$ cat config.mk
export PLATFORM = sky130hd
export DESIGN_NAME = miv_ram_ecc_scrub
export DESIGN_NICKNAME = d
export VERILOG_FILES = /design/src/rtl/miv_ram_ecc_scrub.sv
export SDC_FILE = /design/constraint.sdc
export NUM_CORES = 2
export LEC_CHECK = 0
export ABC_CLOCK_PERIOD_IN_PS = 8130
export BUFFER_PORTS_ARGS = -buffer_cell sky130_fd_sc_hd__buf_2
export CAP_MARGIN = 30
export CORE_MARGIN = 3
export CORE_UTILIZATION = 45
export CTS_CLUSTER_DIAMETER = 80
export DETAILED_ROUTE_END_ITERATION = 16
export PLACE_DENSITY = 0.6
export SLEW_MARGIN = 20
export SYNTH_ARGS = -nofsm -noshare
export SYNTH_HDL_FRONTEND = slang
export SYNTH_SLANG_ARGS = --single-unit
$ cat constraint.sdc
create_clock -name CLK -period 8.13 [get_ports CLK]
set_clock_uncertainty 0.15 [all_clocks]
set_input_delay 1.626 -clock CLK [delete_from_list [all_inputs] [get_ports CLK]]
set_output_delay 1.626 -clock CLK [all_outputs]
set_load 0.1 [all_outputs]
$ cat src/rtl/miv_ram_ecc_scrub.sv
// miv_ram_ecc_scrub: 1W/1R RAM with SECDED ECC, per-read error flags,
// saturating error counters, error-address capture and a scrub-on-read
// write-back engine for single-bit errors.
//
// Codeword layout: bit 0 is overall parity, bits 1..N hold the Hamming
// code with check bits at power-of-two positions and data bits filling the
// remaining positions in ascending order.
//
// Timing: RD, RD_VALID, SB_CORRECT and DB_DETECT present a read 1+RD_PIPE
// cycles after REN. ERR_ADDR, SB_CNT, DB_CNT, SCRUB_BUSY and SCRUB_DROP
// update on the clock edge that ends the RD_VALID cycle.
module miv_ram_ecc_scrub #(
  parameter int unsigned DATA_W   = 21,
  parameter int unsigned ADDR_W   = 7,
  parameter int unsigned ECC_EN   = 1,
  parameter int unsigned RD_PIPE  = 0,
  parameter int unsigned SCRUB_EN = 1,
  parameter int unsigned CNT_W    = 8
) (
  input  logic              CLK,
  input  logic              RESETN,
  input  logic [DATA_W-1:0] WD,
  input  logic [ADDR_W-1:0] WADDR,
  input  logic              WEN,
  input  logic [ADDR_W-1:0] RADDR,
  input  logic              REN,
  input  logic              INJ_SB,
  input  logic              INJ_DB,
  input  logic              CNT_CLR,
  output logic [DATA_W-1:0] RD,
  output logic              RD_VALID,
  output logic              SB_CORRECT,
  output logic              DB_DETECT,
  output logic [ADDR_W-1:0] ERR_ADDR,
  output logic [CNT_W-1:0]  SB_CNT,
  output logic [CNT_W-1:0]  DB_CNT,
  output logic              SCRUB_BUSY,
  output logic              SCRUB_DROP
);

  // Smallest number of Hamming check bits covering data plus check bits.
  function automatic int unsigned calc_p(input int unsigned dw);
    int unsigned p;
    p = 1;
    while ((32'd1 << p) < (dw + p + 32'd1)) p++;
    return p;
  endfunction

  localparam int unsigned P     = calc_p(DATA_W);
  localparam int unsigned N     = DATA_W + P;
  localparam int unsigned CW_W  = N + 1;
  localparam int unsigned DEPTH = 1 << ADDR_W;
  localparam int unsigned CIW   = $clog2(CW_W);
  localparam int unsigned DIW   = (DATA_W > 1) ? $clog2(DATA_W) : 1;
  localparam logic        SCRUB_ON = (SCRUB_EN != 0) && (ECC_EN != 0);
  localparam logic [CNT_W-1:0] CNT_MAX = '1;

  typedef enum logic [0:0] {
    S_IDLE = 1'b0,
    S_PEND = 1'b1
  } scrub_state_e;

  // Build a SECDED codeword from payload data.
  function automatic logic [CW_W-1:0] ecc_encode(input logic [DATA_W-1:0] d);
    logic [CW_W-1:0] cw;
    int unsigned     k;
    cw = '0;
    k  = 0;
    for (int unsigned j = 1; j <= N; j++) begin
      if ((j & (j - 32'd1)) != 0) begin
        cw[CIW'(j)] = d[DIW'(k)];
        k++;
      end
    end
    for (int unsigned p = 0; p < P; p++) begin
      for (int unsigned j = 1; j <= N; j++) begin
        if ((((j >> p) & 32'd1) != 0) && (j != (32'd1 << p)))
          cw[CIW'(32'd1 << p)] = cw[CIW'(32'd1 << p)] ^ cw[CIW'(j)];
      end
    end
    cw[0] = ^cw;
    return cw;
  endfunction

  // Syndrome = XOR of the positions of all set Hamming bits.
  function automatic logic [P-1:0] ecc_syn(input logic [CW_W-1:0] cw);
    int unsigned s;
    s = 0;
    for (int unsigned j = 1; j <= N; j++) begin
      if (cw[CIW'(j)]) s = s ^ j;
    end
    return P'(s);
  endfunction

  // Pull payload bits back out of the non-power-of-two positions.
  function automatic logic [DATA_W-1:0] ecc_data(input logic [CW_W-1:0] cw);
    logic [DATA_W-1:0] d;
    int unsigned       k;
    d = '0;
    k = 0;
    for (int unsigned j = 1; j <= N; j++) begin
      if ((j & (j - 32'd1)) != 0) begin
        d[DIW'(k)] = cw[CIW'(j)];
        k++;
      end
    end
    return d;
  endfunction

  logic [CW_W-1:0]   mem [DEPTH];

  logic [CW_W-1:0]   inj_c;
  logic [CW_W-1:0]   wr_cw_c;

  logic              v1_q;
  logic              stale1_q;
  logic [CW_W-1:0]   cw1_q;
  logic [ADDR_W-1:0] addr1_q;

  logic [P-1:0]      syn_c;
  logic              ovr_c;
  logic [CW_W-1:0]   corr_c;
  logic              dec_sb_c;
  logic              dec_db_c;
  logic [DATA_W-1:0] dec_data_c;
  logic [CW_W-1:0]   fix_cw_c;

  logic              f_valid;
  logic              f_sb;
  logic              f_db;
  logic              f_stale;
  logic [DATA_W-1:0] f_rd;
  logic [ADDR_W-1:0] f_addr;
  logic [CW_W-1:0]   f_cw;

  logic              sb_ev_c;
  logic              db_ev_c;
  logic              stale_hit_c;

  scrub_state_e      scrub_st_q;
  logic [ADDR_W-1:0] scrub_addr_q;
  logic [CW_W-1:0]   scrub_cw_q;
  logic              drop_q;
  logic [ADDR_W-1:0] err_addr_q;
  logic [CNT_W-1:0]  sb_cnt_q;
  logic [CNT_W-1:0]  db_cnt_q;

  // Write codeword with optional test-injection mask.
  always_comb begin
    inj_c = '0;
    if (ECC_EN != 0) begin
      if (INJ_DB)      inj_c = CW_W'(2'b11);
      else if (INJ_SB) inj_c = CW_W'(2'b01);
    end
    wr_cw_c = (ECC_EN != 0) ? (ecc_encode(WD) ^ inj_c) : CW_W'(WD);
  end

  // Array write port: user writes win, otherwise a pending scrub writes back.
  always_ff @(posedge CLK) begin
    if (WEN) mem[WADDR] <= wr_cw_c;
    else if (scrub_st_q == S_PEND) mem[scrub_addr_q] <= scrub_cw_q;
  end

  // Array read register; stale marks a same-edge overwrite of the read row.
  always_ff @(posedge CLK or negedge RESETN) begin
    if (!RESETN) begin
      v1_q     <= 1'b0;
      stale1_q <= 1'b0;
      cw1_q    <= '0;
      addr1_q  <= '0;
    end else begin
      v1_q <= REN;
      if (REN) begin
        cw1_q    <= mem[RADDR];
        addr1_q  <= RADDR;
        stale1_q <= WEN && (WADDR == RADDR);
      end
    end
  end

  // SECDED decode of the registered codeword.
  always_comb begin
    syn_c      = ecc_syn(cw1_q);
    ovr_c      = ^cw1_q;
    corr_c     = cw1_q;
    dec_sb_c   = 1'b0;
    dec_db_c   = 1'b0;
    dec_data_c = cw1_q[DATA_W-1:0];
    if (ECC_EN != 0) begin
      if (ovr_c && (32'(syn_c) <= N)) begin
        dec_sb_c = 1'b1;
        if (syn_c != '0) corr_c[CIW'(syn_c)] = ~corr_c[CIW'(syn_c)];
      end else if (syn_c != '0) begin
        dec_db_c = 1'b1;
      end
      dec_data_c = ecc_data(corr_c);
    end
    fix_cw_c = ecc_encode(dec_data_c);
  end

  generate
    if (RD_PIPE != 0) begin : g_pipe
      logic              v2_q;
      logic              sb2_q;
      logic              db2_q;
      logic              stale2_q;
      logic [DATA_W-1:0] rd2_q;
      logic [ADDR_W-1:0] addr2_q;
      logic [CW_W-1:0]   cw2_q;

      // Extra output register stage; address and staleness travel along.
      always_ff @(posedge CLK or negedge RESETN) begin
        if (!RESETN) begin
          v2_q     <= 1'b0;
          sb2_q    <= 1'b0;
          db2_q    <= 1'b0;
          stale2_q <= 1'b0;
          rd2_q    <= '0;
          addr2_q  <= '0;
          cw2_q    <= '0;
        end else begin
          v2_q     <= v1_q;
          sb2_q    <= dec_sb_c;
          db2_q    <= dec_db_c;
          stale2_q <= stale1_q || (WEN && (WADDR == addr1_q));
          rd2_q    <= dec_data_c;
          addr2_q  <= addr1_q;
          cw2_q    <= fix_cw_c;
        end
      end

      assign f_valid = v2_q;
      assign f_sb    = sb2_q;
      assign f_db    = db2_q;
      assign f_stale = stale2_q;
      assign f_rd    = rd2_q;
      assign f_addr  = addr2_q;
      assign f_cw    = cw2_q;
    end else begin : g_nopipe
      assign f_valid = v1_q;
      assign f_sb    = dec_sb_c;
      assign f_db    = dec_db_c;
      assign f_stale = stale1_q;
      assign f_rd    = dec_data_c;
      assign f_addr  = addr1_q;
      assign f_cw    = fix_cw_c;
    end
  endgenerate

  assign sb_ev_c     = f_valid && f_sb;
  assign db_ev_c     = f_valid && f_db;
  assign stale_hit_c = f_stale || (WEN && (WADDR == f_addr));

  // Scrub engine: hold one corrected row and write it back in a WEN=0 cycle.
  always_ff @(posedge CLK or negedge RESETN) begin
    if (!RESETN) begin
      scrub_st_q   <= S_IDLE;
      scrub_addr_q <= '0;
      scrub_cw_q   <= '0;
    end else begin
      case (scrub_st_q)
        S_IDLE: begin
          if (SCRUB_ON && sb_ev_c && !stale_hit_c) begin
            scrub_st_q   <= S_PEND;
            scrub_addr_q <= f_addr;
            scrub_cw_q   <= f_cw;
          end
        end
        S_PEND: begin
          if (!WEN || (WADDR == scrub_addr_q)) scrub_st_q <= S_IDLE;
        end
        default: scrub_st_q <= S_IDLE;
      endcase
    end
  end

  // Sticky drop flag for SB write-backs that found the engine occupied.
  always_ff @(posedge CLK or negedge RESETN) begin
    if (!RESETN) begin
      drop_q <= 1'b0;
    end else if (SCRUB_ON && sb_ev_c && (scrub_st_q == S_PEND)) begin
      drop_q <= 1'b1;
    end else if (CNT_CLR) begin
      drop_q <= 1'b0;
    end
  end

  // Error address capture and saturating error counters.
  always_ff @(posedge CLK or negedge RESETN) begin
    if (!RESETN) begin
      err_addr_q <= '0;
      sb_cnt_q   <= '0;
      db_cnt_q   <= '0;
    end else begin
      if (sb_ev_c || db_ev_c) err_addr_q <= f_addr;
      if (CNT_CLR) begin
        sb_cnt_q <= CNT_W'(sb_ev_c);
        db_cnt_q <= CNT_W'(db_ev_c);
      end else begin
        if (sb_ev_c && (sb_cnt_q != CNT_MAX)) sb_cnt_q <= sb_cnt_q + 1'b1;
        if (db_ev_c && (db_cnt_q != CNT_MAX)) db_cnt_q <= db_cnt_q + 1'b1;
      end
    end
  end

  assign RD         = f_rd;
  assign RD_VALID   = f_valid;
  assign SB_CORRECT = sb_ev_c;
  assign DB_DETECT  = db_ev_c;
  assign ERR_ADDR   = err_addr_q;
  assign SB_CNT     = sb_cnt_q;
  assign DB_CNT     = db_cnt_q;
  assign SCRUB_BUSY = (scrub_st_q == S_PEND);
  assign SCRUB_DROP = drop_q;

endmodule

Word-level counts from Yosys, hierarchy flattened:

Memories as Yosys holds them, arrays and structs flattened. A register that Yosys moved wholly into a read port is not among the register bits.
Cells that the tools add are included.

* flip-flop bits (word level): 68
* memory bits (writable): 3456
* input bits: 42
* output and inout port bits: 49
* logic and storage cells: 229
* memories: 1

Memory list
* mem: words 128, width 27, rd ports 1, clocked after memory_dff 1, wr ports 1, line 110 `logic [CW_W-1:0] mem [DEPTH];`

* add/sub/neg operators: 2
* order comparisons: 3
* equal/unequal tests: 5
* mux-type cells: 55
* bitwise gates (word level): 128
* reduce and logical (&&, ||, !) cells: 25

Operators with widths (number)
* 27-bit 2-to-1 mux: 4
* 1-bit bitwise XOR: 100
* 27-bit parity: 3
* 5-bit 2-to-1 mux: 11
* 4-bit 2-to-1 mux: 8
* 8-bit 2-to-1 mux: 4
* 27-bit bitwise mux: 1
* 3-bit inverter: 9
* 27-bit OR reduction: 1
* 27-bit bitwise XOR: 1
* 7-bit == test: 3
* 2-bit inverter: 10
* 1-bit 2-to-1 mux: 17
* 8-bit by 1-bit adder with 8-bit output (second input constant): 2
* 8-bit != test (second input constant): 2
* 3-bit 2-to-1 mux: 4
* 1-bit logical AND: 10
* 4-bit inverter: 2
* 7-bit 2-to-1 mux: 1
* 5-bit by 6-bit less-than comparator with 1-bit output (second input constant): 1
* 2-bit nonzero test: 3
* 1-bit binary-select mux with 5-bit select: 1
* 1-bit demux with 5-bit select: 1
* 5-bit by 1-bit greater-or-equal comparator with 1-bit output (second input constant): 1
* other kinds (9): 18

Longest topological paths before layout:

* depth after elaboration: 66
* mapped depth: 18
* mapped depth without buffers: 15

Worst setup path after synthesis:

No wires, ideal clock.

* kind: input to register
* start point: input WD[19]
* end point: memory mem[0][16] (netlist bit), data pin
* library setup time: 1197 ps
* arrival: 7265 ps
* required time: 6783 ps
* setup slack: -481 ps
* stages on the path: 5
* path buffers: 0
* path through: xnor2_1 > xnor2_1 > xnor2_1 > xor2_1 > o21ai_0

* longest elaborated chain between the ends: 4

RTL lines
* from (decl): line 22 `input logic [DATA_W-1:0] WD,`
* 1-bit bitwise XOR (2 in a row): line 78 `cw[CIW'(32'd1 << p)] = cw[CIW'(32'd1 << p)] ^ cw[CIW'(j)];`
* 27-bit bitwise XOR: line 155 `wr_cw_c = (ECC_EN != 0) ? (ecc_encode(WD) ^ inj_c) : CW_W'(WD);`
* 27-bit 2-to-1 mux (no source line)
* to (decl): line 110

No other way between the ends.

Final worst setup path:

* start point: register cw1_q[23], read port of mem
* end point: output RD[10]

* longest elaborated chain between the ends: 14
* elaborated cells between the ends (all ways): 22

RTL lines
* from (decl): line 117 `logic [CW_W-1:0] cw1_q;`
* 5-bit 2-to-1 mux: line 90 `if (cw[CIW'(j)]) s = s ^ j;`
* 2-bit inverter (no source line)
* 5-bit 2-to-1 mux: line 90
* 3-bit inverter (no source line)
* 5-bit 2-to-1 mux: line 90
* 3-bit inverter (no source line)
* 5-bit 2-to-1 mux: line 90
* 5-bit by 6-bit less-than comparator with 1-bit output (not written as such) / 5-bit by 1-bit greater-or-equal comparator with 1-bit output (equally long branches): line 192 `if (syn_c != '0) corr_c[CIW'(syn_c)] = ~corr_c[CIW'(syn_c)];`
* 1-bit logical AND (not written as such): line 192
* 1-bit 2-to-1 mux (not written as such): line 192
* 1-bit demux with 5-bit select: line 192
* 27-bit bitwise mux: line 192
* 27-bit 2-to-1 mux: line 192
* 27-bit 2-to-1 mux (*): line 190 `if (ovr_c && (32'(syn_c) <= N)) begin`
* to (decl): line 30 `output logic [DATA_W-1:0] RD,`

Mark *: on every way between the ends. The rest lies on a longest branch, timed or not. The select of a mux whose other input is x is not followed.

==> key figures <==
Outcome
  • Status: completed

Timing
  • Min Tclk post-route: 7211 ps
  • Fmax: 138.7 MHz
  • Final worst-path cycle share: 0.8869
  • Unrepaired setup endpoints after global routing: false
  • Setup-violating endpoint count in the final report: 0
  • Slew headroom: 0.3254
  • Worst-margin pin slew: 1012 ps
  • Final Hold Fails: 0
  • Setup TNS: 0 ps
  • Slew Limit Fails: 0

Final layout
  • Multi-input logic area: 0.03213 mm^2
  • Synth-to-layout area growth: 14.78%
  • Register area: 0.1062 mm^2
  • Commonest non-fill, non-tap cell in the layout: edfxtp_1
  • Layout cell share with drive strength beyond 1: 0.3344
  • Final instance area: 0.1590 mm^2
  • Most frequent cells in the layout: 3456 x edfxtp_1, 1123 x mux4_2, 370 x clkbuf_16
  • Nets: 6379
  • # fillers: 23350

Clock tree
  • H-tree levels: 5
  • # resized after CTS: 0
  • CTS Buffer Depth: 4
  • Root buf cell: clkbuf_16
  • Clk slew on worst S/H paths: 60 ps
  • TritonCTS Sinks: 3551
  • CTS Buf Count: 360
  • Post-CTS Setup Inserts: 0
  • Post-CTS Hold Buffers: 0
  • Worst skew pair latency: 900 ps
  • CTS tree: done

Logic synthesis
  • Synthesis warning total: 0
  • Mapped Avg Cell Area: 23.32 um^2
  • Syn Nets: 5983
  • Ys flop type: edfxtp_1
  • Ranking of synthesized cells by area: edfxtp_1 75%, mux4_2 18%, dfrtp_1 1.7%
  • Synth top area share: 0.7494
  • Post-synth EDFFs: 3456
  • Post-synthesis sequential area ratio: 0.7665
  • Post-synthesis instance total: 5939
  • Post-synth top area cell: edfxtp_1
  • Synth async-reset ratio: 0.02675
  • Synth unique cells: 62
  • Yosys reg bits: 3551
  • Mapped cell area: 0.1385 mm^2

Global routing
  • All-Layer GR Usage: 0.2315
  • First-pass GRT wire length: 514.3 mm
  • Number of global-route vias before repair: 65650
  • Grt total ovfl: 0
  • Largest net degree at the start of global routing: 107
  • Initial antenna violation count: 40

Worst hold path
  • WHS Endpoint: scrub_cw_q[23]$_DFFE_PN0P_
  • Hold Crit Start: scrub_cw_q[23]$_DFFE_PN0P_
  • Hold Path Depth: 2
  • Worst hold path type: reg2reg

Die
  • Chip width: 560.8 um
  • Initial Utilization: 0.4525
  • # IOs: 91
  • Die Y: 560.8 um
  • Core Rows: 203
  • Die area: 0.3144 mm^2
  • Core area: 0.3061 mm^2

Critical path
  • Worst Reg-to-Reg Cells: 15
  • RR Endpoint: scrub_cw_q[0]$_DFFE_PN0P_
  • Reg2reg setup slack: 2360 ps
  • Critical path class: reg2out
  • CP arrival: 5430 ps
  • Reg2reg start: cw1_q[23]$_DFFE_PN0P_
  • Startpoint type of the worst setup path: register
  • Crit-path max FO: 17
  • Worst setup EP type: primary output
  • Critical path required time: 6350 ps

Power and ir drop
  • Max VDD drop: 0.5033 mV
  • PwrDens: 296.2 mW/mm^2
  • PnR Total Power: 47.09 mW
  • Leak: 49.54 nW

Place
  • Post-placement cell area: 0.1472 mm^2
  • DP HPWL: 219.5 mm
  • IO buf count: 90
  • RePlAce Congestion: 0.8702

Drt
  • # DRC: 0
  • Post-DRT Antenna Nets: 0
  • Via/cell ratio: 6.080
  • DR vias: 65220
  • First DRT Iteration DRCs: 8499
  • Drt pass-1 iters: 6
  • Routed wire length: 365.4 mm
  • Drt wl/cell: 34.06 um

Run
  • Max Cap Violations: 0
[critical path, cell delays in order, from the launching register on]
cell and delay [ps]:
dfrtp_1 510, xnor2_2 390, xnor2_1 190, xnor3_2 530
xnor2_4 560, mux4_1 660, inv_1 90, a222oi_1 110
nand3b_1 310, buf_4 330, nor2_1 90, a21oi_1 280
buf_2 490
[power by group]
group          switching [mW]  internal (mW)
sequential              0.226           22.1
combinational            5.99           2.37
clock                    6.84           9.51
total                    13.1           34.0
[Yosys cell counts, types with 36 or more instances]
| cell type | n |
|---|---|
| edfxtp_1 | 3456 |
| dfrtp_1 | 95 |
| a21oi_1 | 61 |
| nor2_1 | 194 |
| nand2_1 | 207 |
| clkbuf_1 | 211 |
| buf_1 | 95 |
| mux4_2 | 1123 |
| xor2_1 | 36 |
| mux2i_1 | 51 |
| xnor2_1 | 113 |
[through the flow]
step,instances,utilization,worst slack [ps],hold slack (ps)
2_1_floorplan,5939,-,1212,289.4
6_report,10730,0.5194,919.2,330.9
3_3_place_gp,10010,0.4772,1934,301.0
4_1_cts,10700,0.5187,906.3,329.3
3_5_place_dp,10060,0.4810,1894,311.7
5_1_grt,10710,0.5192,672.9,351.5
[flip-flops by register name, indices dropped and copies added (netlist names)]
name          count
mem            3456
cw1_q            27
scrub_cw_q       27
DB_CNT            8
SB_CNT            8
ERR_ADDR          7
addr1_q           7
scrub_addr_q      7
RD_VALID          1
SCRUB_BUSY        1
SCRUB_DROP        1
f_stale           1
[how the worst max path moves through the flow]
stage	end	slack [ps]	from
2_1_floorplan	mem[0][1]$_DFFE_PP_	1210	WD[4]
3_3_place_gp	RD[10]	1930	cw1_q[23]$_DFFE_PN0P_
3_5_place_dp	RD[10]	1890	cw1_q[23]$_DFFE_PN0P_
4_1_cts	RD[10]	910	cw1_q[23]$_DFFE_PN0P_
5_1_grt	RD[10]	670	cw1_q[23]$_DFFE_PN0P_
6_report	RD[10]	920	cw1_q[23]$_DFFE_PN0P_
[cells by family (layout without fill, tap and decap cells)]
kind of cell / count (synthesis) / after routing / synth area share
flip-flops: 3551 / 3551 / 0.7665
multiplexers: 1210 / 1210 / 0.1893
AND/OR/NAND/NOR: 496 / 496 / 0.01508
buffers and inverters: 355 / 1027 / 0.01045
AO/OA/AOI/OAI: 163 / 163 / 0.007146
XOR/XNOR: 162 / 162 / 0.01127
adder cells (fa/ha/maj): 2 / 2 / 0.0001807
other: 0 / 17 / 0
[cell type report]
| cell class | instances | share of cell area |
|---|---|---|
| diodes | 17 | 0.0002676 |
| clock buffers | 428 | 0.05962 |
| clock inverters | 210 | 0.01290 |
| inverters | 17 | 0.0004014 |
| multi-input cells | 2033 | 0.2022 |
| flip-flops and latches | 3551 | 0.6678 |
| well taps | 4100 | 0.03227 |
| repair buffers | 372 | 0.02455 |
[layer usage]
metal,vias to the layer above,track usage,wire length [um]
li1,26040,-,-
met1,35920,0.3378,149600
met2,2821,0.3614,174600
met3,444,0.04589,31690
met4,2,0.05972,9465
met5,-,0,13
No activity file was read; power rests on OpenSTA's default activity.
